## src/rtl/core101_pkg.sv

```systemverilog
// core101_pkg: shared fetch FSM state encoding and default front-end parameters.
package core101_pkg;
    typedef enum logic [1:0] {
        IDLE = 2'd0,
        REQ  = 2'd1,
        DROP = 2'd2
    } fetch_state_t;
    localparam int          DEF_XLEN     = 32;
    localparam logic [31:0] DEF_RESET_PC = 32'h0000_0000;
    localparam int          DEF_PC_STEP  = 4;
endpackage

```

## src/rtl/fetch_fifo.sv

```systemverilog
// fetch_fifo: DEPTH-entry circular buffer of {instruction, pc} words with flush.
module fetch_fifo #(
    parameter int W = 64,
    parameter int DEPTH = 4,
    localparam int AW = $clog2(DEPTH),
    localparam int CW = AW + 1
) (
    input  logic          clk,
    input  logic          rst_n,
    input  logic          flush,
    input  logic          push,
    input  logic [W-1:0]  push_data,
    input  logic          pop,
    output logic [W-1:0]  head_data,
    output logic [CW-1:0] count
);
    logic [W-1:0]  mem [DEPTH];
    logic [AW-1:0] head, tail;
    logic          do_push, do_pop;

    assign do_push   = push && count < CW'(DEPTH);
    assign do_pop    = pop && count != '0;
    assign head_data = mem[head];

    always_ff @(posedge clk or negedge rst_n) begin
        if (!rst_n) begin
            for (int i = 0; i < DEPTH; i++) mem[i] <= '0;
            head  <= '0;
            tail  <= '0;
            count <= '0;
        end else if (flush) begin
            head  <= '0;
            tail  <= '0;
            count <= '0;
        end else begin
            if (do_push) begin
                mem[tail] <= push_data;
                tail      <= tail + AW'(1);
            end
            if (do_pop) head <= head + AW'(1);
            count <= count + CW'(do_push) - CW'(do_pop);
        end
    end
endmodule

```

## src/rtl/fetch_prefetch_unit.sv

```systemverilog
// fetch_prefetch_unit: single-outstanding-read fetch front end with prefetch buffer and redirect.
// Define CORE101_FETCH_BYPASS_EN to forward a response straight to decode when the buffer is empty.
module fetch_prefetch_unit import core101_pkg::*; #(
    parameter int               XLEN     = DEF_XLEN,
    parameter int               DEPTH    = 4,
    parameter logic [XLEN-1:0]  RESET_PC = XLEN'(DEF_RESET_PC),
    parameter int               PC_STEP  = DEF_PC_STEP,
    localparam int              CW       = $clog2(DEPTH) + 1
) (
    input  logic            clock_in,
    input  logic            reset_in,
    input  logic            halt_in,
    input  logic            redirect_in,
    input  logic [XLEN-1:0] redirect_addr_in,
    output logic [XLEN-1:0] mem_addr_out,
    output logic            mem_read_out,
    input  logic            mem_valid_in,
    input  logic [XLEN-1:0] mem_data_in,
    output logic            ins_valid_out,
    output logic [XLEN-1:0] ins_data_out,
    output logic [XLEN-1:0] ins_pc_out,
    input  logic            ins_ready_in,
    output logic [CW-1:0]   count_out
);
    fetch_state_t      state;
    logic [XLEN-1:0]   pc, drop_addr;
    logic [CW-1:0]     count, next_count;
    logic [2*XLEN-1:0] head;
    logic              can_issue, resp, byp, push, pop;

    assign can_issue = !halt_in && count < CW'(DEPTH);
    assign resp      = state == REQ && mem_valid_in && !redirect_in;
`ifdef CORE101_FETCH_BYPASS_EN
    assign byp       = resp && count == '0;
`else
    assign byp       = 1'b0;
`endif
    assign push          = resp && !(byp && ins_ready_in);
    assign pop           = ins_ready_in && count != '0;
    assign next_count    = count + CW'(push) - CW'(pop);
    assign ins_valid_out = byp || count != '0;
    assign ins_data_out  = byp ? mem_data_in : head[2*XLEN-1:XLEN];
    assign ins_pc_out    = byp ? pc : head[XLEN-1:0];
    assign mem_read_out  = state != IDLE;
    // A dropped request keeps presenting its original address even after the PC moved
    assign mem_addr_out  = state == DROP ? drop_addr : pc;
    assign count_out     = count;

    always_ff @(posedge clock_in or negedge reset_in) begin
        if (!reset_in) begin
            state     <= IDLE;
            pc        <= RESET_PC;
            drop_addr <= '0;
        end else if (redirect_in) begin
            pc <= redirect_addr_in & ~XLEN'(3);
            if (state == REQ) begin
                state     <= mem_valid_in ? IDLE : DROP;
                drop_addr <= pc;
            end else if (state == DROP && mem_valid_in) begin
                state <= IDLE;
            end
        end else begin
            case (state)
                IDLE: if (can_issue) state <= REQ;
                REQ: if (mem_valid_in) begin
                    pc    <= pc + XLEN'(PC_STEP);
                    state <= (!halt_in && next_count < CW'(DEPTH)) ? REQ : IDLE;
                end
                DROP: if (mem_valid_in) state <= IDLE;
                default: state <= IDLE;
            endcase
        end
    end

    fetch_fifo #(.W(2 * XLEN), .DEPTH(DEPTH)) u_fifo (
        .clk       (clock_in),
        .rst_n     (reset_in),
        .flush     (redirect_in),
        .push      (push),
        .push_data ({mem_data_in, pc}),
        .pop       (pop),
        .head_data (head),
        .count     (count)
    );
endmodule

```

## config.mk

```make
export PLATFORM = sky130hd
export DESIGN_NAME = fetch_prefetch_unit
export DESIGN_NICKNAME = d
export VERILOG_FILES = /design/src/rtl/core101_pkg.sv /design/src/rtl/fetch_fifo.sv /design/src/rtl/fetch_prefetch_unit.sv
export SDC_FILE = /design/constraint.sdc
export NUM_CORES = 1
export LEC_CHECK = 0
export CAP_MARGIN = 15
export CORE_MARGIN = 2
export CORE_UTILIZATION = 55
export CTS_BUF_LIST = sky130_fd_sc_hd__clkbuf_8
export CTS_CLUSTER_DIAMETER = 150
export DETAILED_ROUTE_END_ITERATION = 8
export PLACE_DENSITY = 0.8
export SETUP_SLACK_MARGIN = 0.05
export SLEW_MARGIN = 40
export SYNTH_ARGS = -nofsm -noshare
export SYNTH_HDL_FRONTEND = slang
export SYNTH_SLANG_ARGS = --single-unit
export TNS_END_PERCENT = 1
```

## constraint.sdc

```tcl
create_clock -name clock_in -period 4.8 [get_ports clock_in]
set_input_delay 0.48 -clock clock_in [delete_from_list [all_inputs] [get_ports clock_in]]
set_output_delay 0.48 -clock clock_in [all_outputs]
set_load 0.05 [all_outputs]
```

==> results.cfg, run 1 <==
[status]
run_status = finished, final reports clean

[yosys]
synth_area_leader_cell = dfrtp_1
synth-edff-count = 0
post-synth-top-count-cell = dfrtp_1
postSynthCellCount = 997
synthTopCellsByCount = dfrtp_1, mux2_2, mux4_2, clkbuf_1, nand2_1
synthFlopType = dfrtp_1
synth-async-reset-ratio_pct = 100
synth_cell_types = 48
post_synth_main_area_contributors = dfrtp_1, mux2_2, mux4_2
postSynthRegisterBits = 317
seq_area_frac_synth_pct = 54.6
avgSynthCellArea_um2 = 14.6
syn_area_um2 = 14500
yosys_warnings = 0
synth_top_area_share_pct = 54.6

[layout]
final_net_count = 1229
drive_above_1_share_pct = 37.4
n_fill_cell = 1855
antenna_cells = 0
area_delta_synth_final_pct = 20.6

[cts]
tritoncts = built
post_cts_resize_count = 0
clock_tree.htree_level_count = 2
clock_latency_on_the_worst_skew_pair_ns = 0.58
cts-root-to-sink-buffers = 3
tritoncts_num_sinks = 317
holdBufCountCts = 1
clk_pin_slew_worst_paths_ns = 0.07
cts-buffers-inserted = 52
clk_root_buffer_cell = clkbuf_8
post-cts-setup-buffers = 0

[timing]
finalCritPeriodShare_pct = 74.3
finalHoldViolations = 0
fin_worst_skew_ns = 0.0283
maxClockFrequency_mhz = 280
rsz_0062_raised_after_global_routing = no
slew_headroom_pct = 54.8
final.setup.tns_ns = 0
worstMarginPinSlew_ns = 0.677
post-route-min-period_ns = 3.57
fin_hold_ws_ns = 0.394
finalSetupViolations = 0
maxSlewViolCount = 0
final.setup.worst_slack_ns = 1.23

[power]
internal_power_uw = 6380
p_switching_uw = 3850
clock_power_share_pct = 23.4
irDropWorstVdd_v = 0.000507
logic_pwr_share_pct = 40.9
power.leakage_uw = 0.00802
pwr-share-seq_pct = 35.7
p_per_area_nw_per_um2 = 584
power_switching_share_pct = 37.6

[grt]
first_global_vias = 9331
grtUsageTotal_pct = 22.4
grt_pass1_wl_um = 49700
number_of_antenna_violations_at_the_first_check_in_global_routing = 0
grt_overflow_total = 0
grt_start_max_net_pins = 113

[route]
drtAntennaViolNets = 0
drc_errors = 0
drt_first_pass_iters = 5
vias_per_cell = 5.81
vias = 8863
drt_wl_total_um = 30600
drt_iter0_drc = 470
post_drt_wl_per_cell_um = 20.0

[hold_path]
hold_path_class = in2async

[worst_setup_path]
critical_path.slowest_cell = dfrtp_4
critical-path-max-stage-delay_ns = 0.80
critPathLaunchType = flop
critPathArrivalTime_ns = 3.09
critical_path.top_delay_family = buffers and inverters
timing.critical_path.cells = buf_12 > mux4_2 > clkdlybuf4s50_1
worst-path-buf-inv = 2
crit_fanout = 40
reg2reg_setup_slack_ns = 2.10
required_ns = 4.32
endpoint_kind = output pin
timing.setup.critical_path_class = reg2out

[run]
cap_violations = 0

[floorplan]
core_area_um2 = 26000
dieHeight_um = 167
floorplan.initialDensity_pct = 55.9
fp-row-count = 59
die_w_um = 167
design.portCount = 171
die_area_um2 = 27700

[place]
place_ws_ns = 1.65
place_congestion = 0.735
place.detailed.hpwl_um = 19300
port_buffers = 164
==> metrics by stage <==
step                      power [µW]  instance area (µm²)  util (%)  instances
after floorplan                 6580                14500         -       1000
final                          10200                17500      67.4       1525
after global placement          7810                16300      62.9       1427
after CTS                      10300                17500      67.4       1525
after detailed placement        7920                16400      63.2       1430
after global routing           10700                17500      67.4       1525
==> per-layer routing <==
metal	track usage [%]	wire length (µm)	vias up
met3	4.04	1260	59
met2	37.7	15400	204
met4	6.75	652	0
li1	-	-	3979
met5	0	0	-
met1	30.0	13200	4621
==> worst register-to-register path, stage by stage, from the launching register on <==
cell,delay [ns]
dfrtp_1,0.52
ha_1,0.26
nand4b_4,0.17
or4_1,0.89
or4_1,0.61
a31oi_1,0.17
==> kinds of logic after synthesis <==
kind of cell / synth area share [%]
AOI/OAI and AO/OA: 2.71
muxes: 32.6
and+or+nand+nor: 4.72
xor gates and xnor gates: 0.844
adders and majority gates: 0.827
buffers and inverters: 3.67
other: 0.0258
DFF: 54.6
==> cell type report <==
cell class                      count  area [µm²]  share of cell area, %
Inverter                           15        56.3                  0.321
Clock inverter                     24         133                  0.757
Sequential cell                   317        7940                   45.3
Timing Repair Buffer              183        1900                   10.9
Multi-Input combinational cell    581        6110                   34.9
Clock buffer                       70         963                   5.50
Tap cell                          335         419                   2.39
==> registers in the layout (all words and copies together) (netlist names) <==
| register | flops |
|---|---|
| u_fifo.count | 3 |
| u_fifo.mem | 248 |
| u_fifo.tail | 2 |
| state | 2 |
| drop_addr | 30 |
| pc | 30 |
| u_fifo.head | 2 |
==> cells in the final DEF (no fill, tap or decap), types with 23 or more instances in the layout <==
cell             Yosys  routed
mux2_1              23      23
clkbuf_8             7      70
nor2_1              23      23
dfrtp_1            317     315
mux2_2             273     273
inv_1               14      30
nand2_1             44      40
clkdlybuf4s50_1      0     163
o21ai_0             31      31
mux4_2              62      62
==> power by group through the flow <==
stage | sequential, µW | clock (µW) | combinational [µW]
finish | 3650 | 2390 | 4190
global route | 3730 | 2580 | 4380
CTS | 3650 | 2450 | 4240
detailed placement | 3690 | 0 | 4230
global placement | 3660 | 0 | 4160
floorplan | 3480 | 0 | 3100
==> worst paths after layout <==
check / from / to / cells after the start
max reg2reg: pc[3] / pc[22] / 5
max: u_fifo.head[0] / ins_pc_out[9] / 3
max in group asynchronous: reset_in / u_fifo.mem[21] / 4
min: reset_in / u_fifo.mem[204] / 2
min in group clock_in: redirect_addr_in[13] / pc[13] / 3
min reg2reg: drop_addr[14] / drop_addr[14] / 2
(Power assumes the default switching activity.)
==> inputs of run 2 (changes only) <==
- CORE_UTILIZATION: 55 -> 53
- clock period: 4.8 -> 2.91 ns (I/O delays scaled with it)
==> results.cfg, run 2 (synthesis gave the netlist of run 1 again) <==
[layout]
final_net_count = 1251
most_common_cell_after_layout_fill_and_taps_aside = dfrtp_1
largest_register_ffs = 248
area_delta_synth_final_pct = 20.8
top_regs = u_fifo.mem (248), drop_addr (30), pc (30)
n_fill_cell = 1980
max_flop_register = u_fifo.mem
layout_common_cells = dfrtp_1, mux2_2, clkdlybuf4s50_1
drive_above_1_share_pct = 40.7

[status]
run_status = finished, final reports clean

[floorplan]
design.portCount = 171
core_area_um2 = 27000
die_area_um2 = 28800
fp-row-count = 60
die_w_um = 170
floorplan.initialDensity_pct = 53.9
dieHeight_um = 170

[cts]
clock_latency_on_the_worst_skew_pair_ns = 0.56
clk_root_buffer_cell = clkbuf_8
tritoncts = built
cts-buffers-inserted = 52
clock_tree.htree_level_count = 2
clk_pin_slew_worst_paths_ns = 0.06
cts-root-to-sink-buffers = 3
tritoncts_num_sinks = 317

[worst_setup_path]
critPathArrivalTime_ns = 2.50
crit_fanout = 14
worst-path-buf-inv = 1
critical_path.top_delay_family = buffers and inverters
critPathLaunchType = flop
critical_path.slowest_cell = clkdlybuf4s50_1
critical-path-max-stage-delay_ns = 0.72
endpoint_kind = output pin
reg2reg_setup_slack_ns = 0.60
required_ns = 2.62
critical_path.reg2reg.endpoint = pc[22]
crit_start = u_fifo.head[0]
timing.setup.critical_path_class = reg2out
reg2reg_from = pc[5]
reg2regPathDepth = 5
timing.critical_path.cells = mux4_2 > clkdlybuf4s50_1

[route]
drtAntennaViolNets = 0
drt_iter0_drc = 519
drt_wl_total_um = 31500
drt_first_pass_iters = 4
vias_per_cell = 5.77
vias = 8955
drc_errors = 0
post_drt_wl_per_cell_um = 20.3

[grt]
grt_start_max_net_pins = 93
grtUsageTotal_pct = 22.7
grt_pass1_wl_um = 51100
grt_overflow_total = 0
first_global_vias = 9597
number_of_antenna_violations_at_the_first_check_in_global_routing = 1

[timing]
fin_worst_skew_ns = 0.00977
slew_headroom_pct = 57.4
maxClockFrequency_mhz = 358
rsz_0062_raised_after_global_routing = yes
post-route-min-period_ns = 2.79
finalHoldViolations = 0
finalSetupViolations = 0
finalCritPeriodShare_pct = 95.9
final.setup.tns_ns = 0
maxSlewViolCount = 0
worstMarginPinSlew_ns = 0.636

[power]
power.leakage_uw = 0.00830
irDropWorstVdd_v = 0.000830
design_power_total_uw = 16400
p_per_area_nw_per_um2 = 936

[place]
place_congestion = 0.767
place.detailed.hpwl_um = 20600
port_buffers = 164

[hold_path]
hold_path_class = in2async

[run]
cap_violations = 0
run 2: worst max-delay path by stage:
stage                        to  slack, ns  cells after the start
3_3_place_gp             pc[22]       0.34                      6
2_1_floorplan  mem_addr_out[14]       0.56                      4
4_1_cts          ins_pc_out[15]       0.05                      2
3_5_place_dp             pc[22]       0.32                      6
5_1_grt         ins_data_out[3]       0.02                      4
6_report         ins_pc_out[15]       0.12                      2
run 2: per-layer routing:
metal / GRT usage, % / vias to the layer above / part of all wire, %
met5: 0 / - / 0
met4: 7.40 / 0 / 2.5
met3: 3.59 / 70 / 5.0
met2: 37.6 / 226 / 49
met1: 31.2 / 4635 / 43
li1: - / 4024 / -
run 2: final cells by class:
class                      instances  area [µm²]  share of cell area, %
inverter                          15        56.3                  0.321
tap                              341         427                   2.43
clock buffer                      62         853                   4.86
timing repair buffer             205        2020                   11.5
antenna                            1        2.50                 0.0143
multi-input combinational        581        6110                   34.8
clock inverter                    31         148                  0.841
sequential                       317        7940                   45.2
run 2: worst reg2reg max path: stages, from the launching register on:
cell	delay (ns)
dfrtp_1	0.55
nand4_1	0.24
or4_1	0.56
buf_4	0.21
or4_1	0.51
a31oi_1	0.16
run 2: power by group:
group          internal (µW)  leakage [µW]  switching, µW  total, µW
combinational           2730       0.00353           4040       6770
clock                   2000      0.000614           1690       3700
sequential              5340       0.00415            630       5970
run 2: timing repair:
item | 4_1_cts | 5_1_grt
endpoints found under the hold margin | 47 | 0
gates resized for setup | 45 | 0
setup buffers | 0 | 2
endpoints found under the setup margin | 58 | 25
hold buffers | 1 | 0
run 2: stage by stage:
step	std cells	instance area, µm²	utilization [%]	worst slack (ns)	hold slack, ns
3_3_place_gp	1456	16600	61.5	0.339	0.240
6_report	1553	17600	65.2	0.120	0.245
4_1_cts	1550	17500	65.0	0.0529	0.235
2_1_floorplan	1000	14500	-	0.557	-0.00459
3_5_place_dp	1456	16600	61.5	0.316	0.245
5_1_grt	1552	17600	65.1	0.0216	0.274
